`src/rtl/mdu_seq.sv`:
```
// Iterative RV32M multiply/divide unit: shift-add multiply and restoring divide,
// 32 iterations per operation, one request in flight, valid/ready response port.
module mdu_seq (
  input  logic        clk,
  input  logic        rst_n,
  input  logic        flush_i,
  input  logic        req_valid_i,
  output logic        req_ready_o,
  input  logic [2:0]  req_op_i,
  input  logic [31:0] req_a_i,
  input  logic [31:0] req_b_i,
  input  logic [4:0]  req_rd_i,
  output logic        rsp_valid_o,
  input  logic        rsp_ready_i,
  output logic [31:0] rsp_data_o,
  output logic [4:0]  rsp_rd_o,
  output logic        busy_o
);

  typedef enum logic [2:0] {IDLE, PREP, CALC, FIX, DONE} state_e;

  state_e      state_q;
  logic [2:0]  op_q;
  logic [31:0] a_q;
  logic [31:0] b_q;
  logic [4:0]  rd_q;
  logic [4:0]  cnt_q;
  logic        sign_q;
  logic [31:0] hi_q;
  logic [31:0] lo_q;
  logic        rsp_valid_q;
  logic [31:0] rsp_data_q;
  logic [4:0]  rsp_rd_q;

  logic        is_div;
  logic        is_rem;
  logic        a_signed;
  logic        b_signed;
  logic        a_neg;
  logic        b_neg;
  logic [31:0] abs_a;
  logic [31:0] abs_b;
  logic        b_zero;
  logic        div_ovf;
  logic        prep_sign;
  logic [32:0] mul_sum;
  logic [32:0] div_shift;
  logic        div_ge;
  logic [31:0] div_sub;
  logic [63:0] prod_s;
  logic [31:0] q_s;
  logic [31:0] r_s;
  logic [31:0] fix_data;

  // Operand conditioning and per-iteration datapath, shared hi/lo accumulator
  // holds {hi,lo} for multiply and {r,q} for divide.
  always_comb begin
    is_div    = op_q[2];
    is_rem    = op_q[2] & op_q[1];
    a_signed  = is_div ? ~op_q[0] : (op_q != 3'b011);
    b_signed  = is_div ? ~op_q[0] : ~op_q[1];
    a_neg     = a_signed & a_q[31];
    b_neg     = b_signed & b_q[31];
    abs_a     = a_neg ? (~a_q + 32'd1) : a_q;
    abs_b     = b_neg ? (~b_q + 32'd1) : b_q;
    b_zero    = (b_q == 32'd0);
    div_ovf   = is_div & ~op_q[0] & (a_q == 32'h8000_0000) & (b_q == 32'hFFFF_FFFF);
    prep_sign = 1'b0;
    if (!is_div)
      prep_sign = a_neg ^ b_neg;
    else if (is_rem)
      prep_sign = a_neg;
    else
      prep_sign = (a_neg ^ b_neg) & ~b_zero;

    mul_sum   = {1'b0, hi_q} + (lo_q[0] ? {1'b0, b_q} : 33'd0);
    div_shift = {hi_q, lo_q[31]};
    div_ge    = (div_shift >= {1'b0, b_q});
    div_sub   = div_shift[31:0] - b_q;

    prod_s    = sign_q ? (~{hi_q, lo_q} + 64'd1) : {hi_q, lo_q};
    q_s       = sign_q ? (~lo_q + 32'd1) : lo_q;
    r_s       = sign_q ? (~hi_q + 32'd1) : hi_q;
    case (op_q)
      3'b000:          fix_data = prod_s[31:0];
      3'b100, 3'b101:  fix_data = q_s;
      3'b110, 3'b111:  fix_data = r_s;
      default:         fix_data = prod_s[63:32];
    endcase
  end

  always_ff @(posedge clk) begin
    if (!rst_n) begin
      state_q     <= IDLE;
      op_q        <= 3'd0;
      a_q         <= 32'd0;
      b_q         <= 32'd0;
      rd_q        <= 5'd0;
      cnt_q       <= 5'd0;
      sign_q      <= 1'b0;
      hi_q        <= 32'd0;
      lo_q        <= 32'd0;
      rsp_valid_q <= 1'b0;
      rsp_data_q  <= 32'd0;
      rsp_rd_q    <= 5'd0;
    end else if (flush_i) begin
      state_q     <= IDLE;
      rsp_valid_q <= 1'b0;
    end else begin
      case (state_q)
        IDLE: begin
          if (req_valid_i) begin
            op_q    <= req_op_i;
            a_q     <= req_a_i;
            b_q     <= req_b_i;
            rd_q    <= req_rd_i;
            state_q <= PREP;
          end
        end
        PREP: begin
          cnt_q <= 5'd31;
          // Special divide results are preloaded unsigned so FIX passes them through.
          if (is_div && b_zero) begin
            sign_q  <= 1'b0;
            hi_q    <= a_q;
            lo_q    <= 32'hFFFF_FFFF;
            state_q <= FIX;
          end else if (div_ovf) begin
            sign_q  <= 1'b0;
            hi_q    <= 32'd0;
            lo_q    <= 32'h8000_0000;
            state_q <= FIX;
          end else begin
            sign_q  <= prep_sign;
            hi_q    <= 32'd0;
            lo_q    <= abs_a;
            b_q     <= abs_b;
            state_q <= CALC;
          end
        end
        CALC: begin
          if (is_div) begin
            hi_q <= div_ge ? div_sub : div_shift[31:0];
            lo_q <= {lo_q[30:0], div_ge};
          end else begin
            hi_q <= mul_sum[32:1];
            lo_q <= {mul_sum[0], lo_q[31:1]};
          end
          cnt_q <= cnt_q - 5'd1;
          if (cnt_q == 5'd0)
            state_q <= FIX;
        end
        FIX: begin
          rsp_data_q  <= fix_data;
          rsp_rd_q    <= rd_q;
          rsp_valid_q <= 1'b1;
          state_q     <= DONE;
        end
        DONE: begin
          if (rsp_ready_i) begin
            rsp_valid_q <= 1'b0;
            state_q     <= IDLE;
          end
        end
        default: state_q <= IDLE;
      endcase
    end
  end

  assign req_ready_o = (state_q == IDLE) & ~flush_i;
  assign busy_o      = (state_q != IDLE);
  assign rsp_valid_o = rsp_valid_q;
  assign rsp_data_o  = rsp_data_q;
  assign rsp_rd_o    = rsp_rd_q;

endmodule

```
`config.mk`:
```
export PLATFORM = sky130hd
export DESIGN_NAME = mdu_seq
export DESIGN_NICKNAME = d
export VERILOG_FILES = /design/src/rtl/mdu_seq.sv
export SDC_FILE = /design/constraint.sdc
export NUM_CORES = 1
export LEC_CHECK = 0
export BUFFER_PORTS_ARGS = -buffer_cell sky130_fd_sc_hd__buf_2
export CORE_ASPECT_RATIO = 1.25
export CORE_UTILIZATION = 56
export CTS_CLUSTER_SIZE = 28
export DETAILED_ROUTE_END_ITERATION = 12
export PLACE_DENSITY = 0.9
export SLEW_MARGIN = 20
export SYNTH_ARGS = -nofsm -noshare
export SYNTH_HDL_FRONTEND = slang
export SYNTH_SLANG_ARGS = --single-unit
```
`constraint.sdc`:
```
create_clock -name clk -period 3.37 [get_ports clk]
set_input_delay 0.674 -clock clk [delete_from_list [all_inputs] [get_ports clk]]
set_output_delay 0.674 -clock clk [all_outputs]
set_load 0.005 [all_outputs]
```
# Word-level counts from Yosys, hierarchy flattened
# Cells that the tools add are included.
# W data, S select, Z words.
dict set report classes {
  n_bitwise 19
  addsub 8
  muxes 34
  reduce_logical 19
  order_cmp 1
  n_eq_ne 17
}
# operator count
set op_table {}
lappend op_table {{$mux W32} 14}
lappend op_table {{$pmux W32 S2} 3}
lappend op_table {{$add A32 B1 Y32 const B} 4}
lappend op_table {{$not A32 Y32} 4}
lappend op_table {{$pmux W32 S3} 1}
lappend op_table {{$add A64 B1 Y64 const B} 1}
lappend op_table {{$eq A32 B32 Y1 const B} 2}
lappend op_table {{$mux W64} 1}
lappend op_table {{$not A64 Y64} 1}
lappend op_table {{$add A32 B32 Y33} 1}
lappend op_table {{$ge A33 B32 Y1} 1}
lappend op_table {{$logic_not A32 Y1} 1}
lappend op_table {{$sub A32 B32 Y32} 1}
lappend op_table {{$eq A3 B3 Y1 const B} 5}
lappend op_table {{$pmux W3 S5} 1}
lappend op_table {{$ne A2 B2 Y1 const B} 6}
lappend op_table {{$pmux W5 S2} 1}
lappend op_table {{$mux W1} 9}
lappend op_table {{$mux W3} 3}
lappend op_table {{$and A1 B1 Y1} 8}
lappend op_table {{$reduce_and A2 Y1} 4}
lappend op_table {{$eq A3 B2 Y1 const B} 2}
lappend op_table {{$logic_not A3 Y1} 2}
lappend op_table {{$reduce_and A3 Y1} 2}
lappend op_table {{12 further kinds} 20}
dict set report word_totals {
  reg_bits 183
}

# Longest topological paths before layout
dict set report depth {
  depth_word 9
  depth_mapped 15
}

# Worst setup path before layout
# OpenSTA, ideal clock, no wires.
dict set report synth_timing {
  kind {register -> register}
  start {register b_q[1]}
  end {register b_q[10]}
  setup_slack_ns 0.003
  setup_ns 0.128
  arrival_ns 3.239
  path_stages_with_launch 16
  path_cell_list {dfxtp_1 inv_1 ha_1 or3b_1 or3_1 or4_1 or2_1 clkbuf_1 nor2_1 or3_1 a2111o_1 buf_2 buf_2 nor2_1 a21oi_1 nor2_1}
}
dict set report synth_via {
  elab_chain_len 6
}
# element line
set synth_rtl {}
lappend synth_rtl {{from (decl)} 25} ;# logic [31:0] b_q;
lappend synth_rtl {{from (signal assigned)} 115} ;# b_q <= req_b_i;
lappend synth_rtl {{from (signal assigned)} 137} ;# b_q <= abs_b;
lappend synth_rtl {{$not A32 Y32} 65} ;# abs_b = b_neg ? (~b_q + 32'd1) : b_q;
lappend synth_rtl {{$add A32 B1 Y32} 65}
lappend synth_rtl {{$mux W32} 65}
lappend synth_rtl {{$mux W32} 128} ;# end else if (div_ovf) begin
lappend synth_rtl {{$mux W32} 123} ;# if (is_div && b_zero) begin
lappend synth_rtl {{$pmux W32 S2} 110} ;# case (state_q)
# Parallel ways exist; a longest one is shown, timed or not. The select of a mux whose other input is x is not followed.
# A chain may end at the register's enable or synchronous reset.

# Final worst setup path
dict set report layout_timing {
  start {register b_q[11]}
  end {register hi_q[21]}
}
dict set report layout_via {
  elab_chain_len 4
}
# element line
set layout_rtl {}
lappend layout_rtl {{$mux W32, or another cell as far along} 76} ;# mul_sum = {1'b0, hi_q} + (lo_q[0] ? {1'b0, b_q} : 33'd0);
lappend layout_rtl {{$add A32 B32 Y33, or another cell as far along} 76}
lappend layout_rtl {{$mux W32 (on tied branches)} {142, 123}}
lappend layout_rtl {{$pmux W32 S2 (*)} 110}
lappend layout_rtl {{to (signal assigned)} 125} ;# hi_q <= a_q;
lappend layout_rtl {{to (signal assigned)} 143} ;# hi_q <= div_ge ? div_sub : div_shift[31:0];
lappend layout_rtl {{to (signal assigned)} 146} ;# hi_q <= mul_sum[32:1];
lappend layout_rtl {{to (decl)} 29} ;# logic [31:0] hi_q;
# Every way passes the cells marked *; elsewhere a longest branch is shown, timed or not.

==> results.ini <==
[sta]
rsz0062_at_grt=true
worst_pin_slew_ns=1.036
skew_ns=0.01443
max_slew_margin_pct=30.96
setup_ws_ns=0.06323
slew_violations=0
fmax_mhz=302.4
hold_viol=0
hold-worst-slack_ns=0.4402
fin_crit_ns=3.307
setup_viol=0
period_share_pct=98.12

[worst_setup_path]
cp-start-kind=register
path_common_cell=nand3_1
worstPathArrival_ns=3.65
reg2reg_depth=13
critPathSlowestCell=ha_2
ff2ff_setup_slack_ns=0.06
cp-end-kind=register
worst-setup-path-type=register to register
cp_max_fo=8
r2r-start=b_q[11]
r2r-end=hi_q[21]
worst_path_largest_cell_delay_ns=0.43
crit_path_cell_trace=inv_1, ha_2, nand3_1, nor4_2, nand3_1, o211ai_1, a21o_1, a31oi_2, a21oi_2, buf_12, mux2_2, a221oi_2, a21oi_1
required_ns=3.71

[detailed_routing]
via_count=18340
wl_met1_um=23040
drcViolationCount=0
wl_met2_um=28350
maxUsedRoutingLayer=met4
routed_wl_um=63760
drt_iter0_drc=2229
firstDrtPassIters=9
routedWlPerCell_um=23.33
postRouteAntennaNets=0
via_per_inst=6.711
dr_wl_met3_um=6493

[synthesis]
netlist_instances=2172
syn_nets=2322
synth_flop_cell=dfxtp_1
synth-edff-count=0
ys_seq_area_share_pct=23.65
ys_types=86
ys_seq_elements=183
post_synth.cell_area_avg_um2=7.133
yosysWarnings=0
synthArstFlopShare_pct=0
syn_area_um2=15490

[placed_design]
io_buffer_count=116
gp_congestion=1.016
dp_hpwl_um=47780
dpl_worst_slack_ns=-0.4074

[cts]
htree_levels=4
clockBufferDepth=2
cts_inserted_buffers=17
clk_pin_slew_ns=0.08
root_buffer=clkbuf_16
holdBufCountCts=0
clock_sink_count=183
clk_latency_ns=0.47
tritoncts=built

[die]
dieHeight_um=188.0
core_area_um2=26990
rows=67
io_pins=117
die_area_um2=28340
start_util_pct=57.39
die_w_um=150.8

[grt]
grt_pass1_vias=17275
antenna_found_initial=1
grt_max_degree=89
grt_overflow=0
grt_pass1_wl_um=97150
grt_usage_pct=44.71

[worst_hold_path]
worstHoldStart=req_a_i[29]
whs_endpoint=a_q[29]
worstHoldPathType=primary input to register
hold_depth=3

[layout]
drive_gt1_share_pct=20.65
syn2layout_area_growth_pct=20.04
nNetsFinal=2524

[outcome]
status=complete, no violations

[pwr]
total_power_w=0.007122
p_leak_nw=7.819
power_density_nw_per_um2=383.0
peakVddDrop_mv=0.3653

[run]
maxCapViolations=0

## sequential cells by signal, summed over array words and instances (netlist names), 3 cells and up
signal	cells
a_q	32
b_q	32
hi_q	32
lo_q	32
rsp_data_o	32
cnt_q	5
rd_q	5
rsp_rd_o	5
op_q	3
state_q	3
## repair_timing
action | 4_1_cts | 5_1_grt
resized for setup | 15 | 46
setup buffers | 1 | 7
pin swaps | 3 | 17
setup endpoints to repair | 63 | 80
cloned | 0 | 0
## cells by family after synthesis
kind of cell | synth area share [%]
buffers and inverters | 6.146
and+or+nand+nor | 20.96
DFF | 23.65
xor gates and xnor gates | 7.858
AOI/OAI and AO/OA | 31.52
muxes | 3.877
adders and majority gates | 5.993
## report_power, final
| part | switching [W] | leakage [nW] | internal [W] | total [W] |
|---|---|---|---|---|
| registers | 0.000108 | 1.49 | 0.00224 | 0.00235 |
| logic | 0.00158 | 6.04 | 0.00110 | 0.00268 |
| clock network | 0.00107 | 0.294 | 0.00102 | 0.00209 |
## cell usage after synthesis (all sizes together), types with 22 or more instances
cell    instances  area (um^2)
o22ai          22        137.6
nor3           37        185.2
xor2           64        560.5
a21oi         260         1301
o211ai         26        195.2
a21o           33        247.7
o21ai         180        904.6
xnor2          75        656.9
nor2          197        739.5
nand2         265        994.7
dfxtp         183         3664
mux2i          42        420.4
or3            31        201.4
ha             71        888.4
nand3          44        220.2
a221oi         30        269.0
clkbuf        147        553.0
buf            25        122.6
inv            70        262.8
o31ai          32        240.2
## worst max path at each step
| stage | cells past startpoint | slack, ns | from | end |
|---|---|---|---|---|
| floorplan | 15 | 0.003 | b_q[1] | b_q[10] |
| CTS | 13 | 0.02 | b_q[11] | hi_q[21] |
| global route | 15 | -0.1 | lo_q[0] | hi_q[28] |
| global placement | 10 | -0.40 | hi_q[1] | rsp_data_o[30] |
| finish | 13 | 0.06 | b_q[11] | hi_q[21] |
| detailed placement | 10 | -0.41 | hi_q[1] | rsp_data_o[30] |
## cell type report
class / instances / area [um^2]
Timing Repair Buffer: 356 / 2476
Clock inverter: 14 / 158.9
Multi-Input combinational cell: 1745 / 11140
Sequential cell: 183 / 3672
Inverter: 71 / 271.5
Fill cell: 2253 / 8397
Clock buffer: 18 / 439.2
Tap cell: 345 / 431.7
Antenna cell: 1 / 2.502
## worst max-delay path: cells and delay by family, from the launching register on
| family | cells | cell delay (ns) |
|---|---|---|
| AOI/OAI and AO/OA | 6 | 1.00 |
| DFF | 1 | 0.38 |
| adders and majority gates | 1 | 0.43 |
| and+or+nand+nor | 3 | 0.73 |
| muxes | 1 | 0.35 |
| buffers and inverters | 2 | 0.29 |
## placed cells by master (no fill, tap or decap), drive strengths merged, types with 21 or more instances in the layout
master,synthesis,routed
dfxtp,183,183
a21o,33,33
o31ai,32,32
inv,70,76
o21ai,180,180
ha,71,71
o22ai,22,22
nor3,37,37
or4,21,21
o211ai,26,26
a21oi,260,260
mux2i,42,42
nand3,44,44
xor2,64,64
xnor2,75,75
a221oi,30,30
nor2,197,197
or3,31,31
buf,25,356
nand2,265,265
## stage by stage
step / area, um^2 / setup TNS, ns / utilization (%) / cells
global placement: 17680 / -1.023 / 65.50 / 2692
CTS: 18340 / 0 / 67.93 / 2725
finish: 18600 / 0 / 68.89 / 2733
floorplan: 15490 / 0 / - / 2172
global route: 18590 / -0.1913 / 68.88 / 2732
detailed placement: 17680 / -2.438 / 65.50 / 2692
## metal layers
| metal | vias to the layer above | track usage (%) |
|---|---|---|
| li1 | 8307 | - |
| met1 | 8500 | 51.50 |
| met2 | 1195 | 70.55 |
| met3 | 338 | 9.684 |
| met4 | 0 | 36.00 |
| met5 | - | 0 |
No activity file was read; power rests on OpenSTA's default activity.
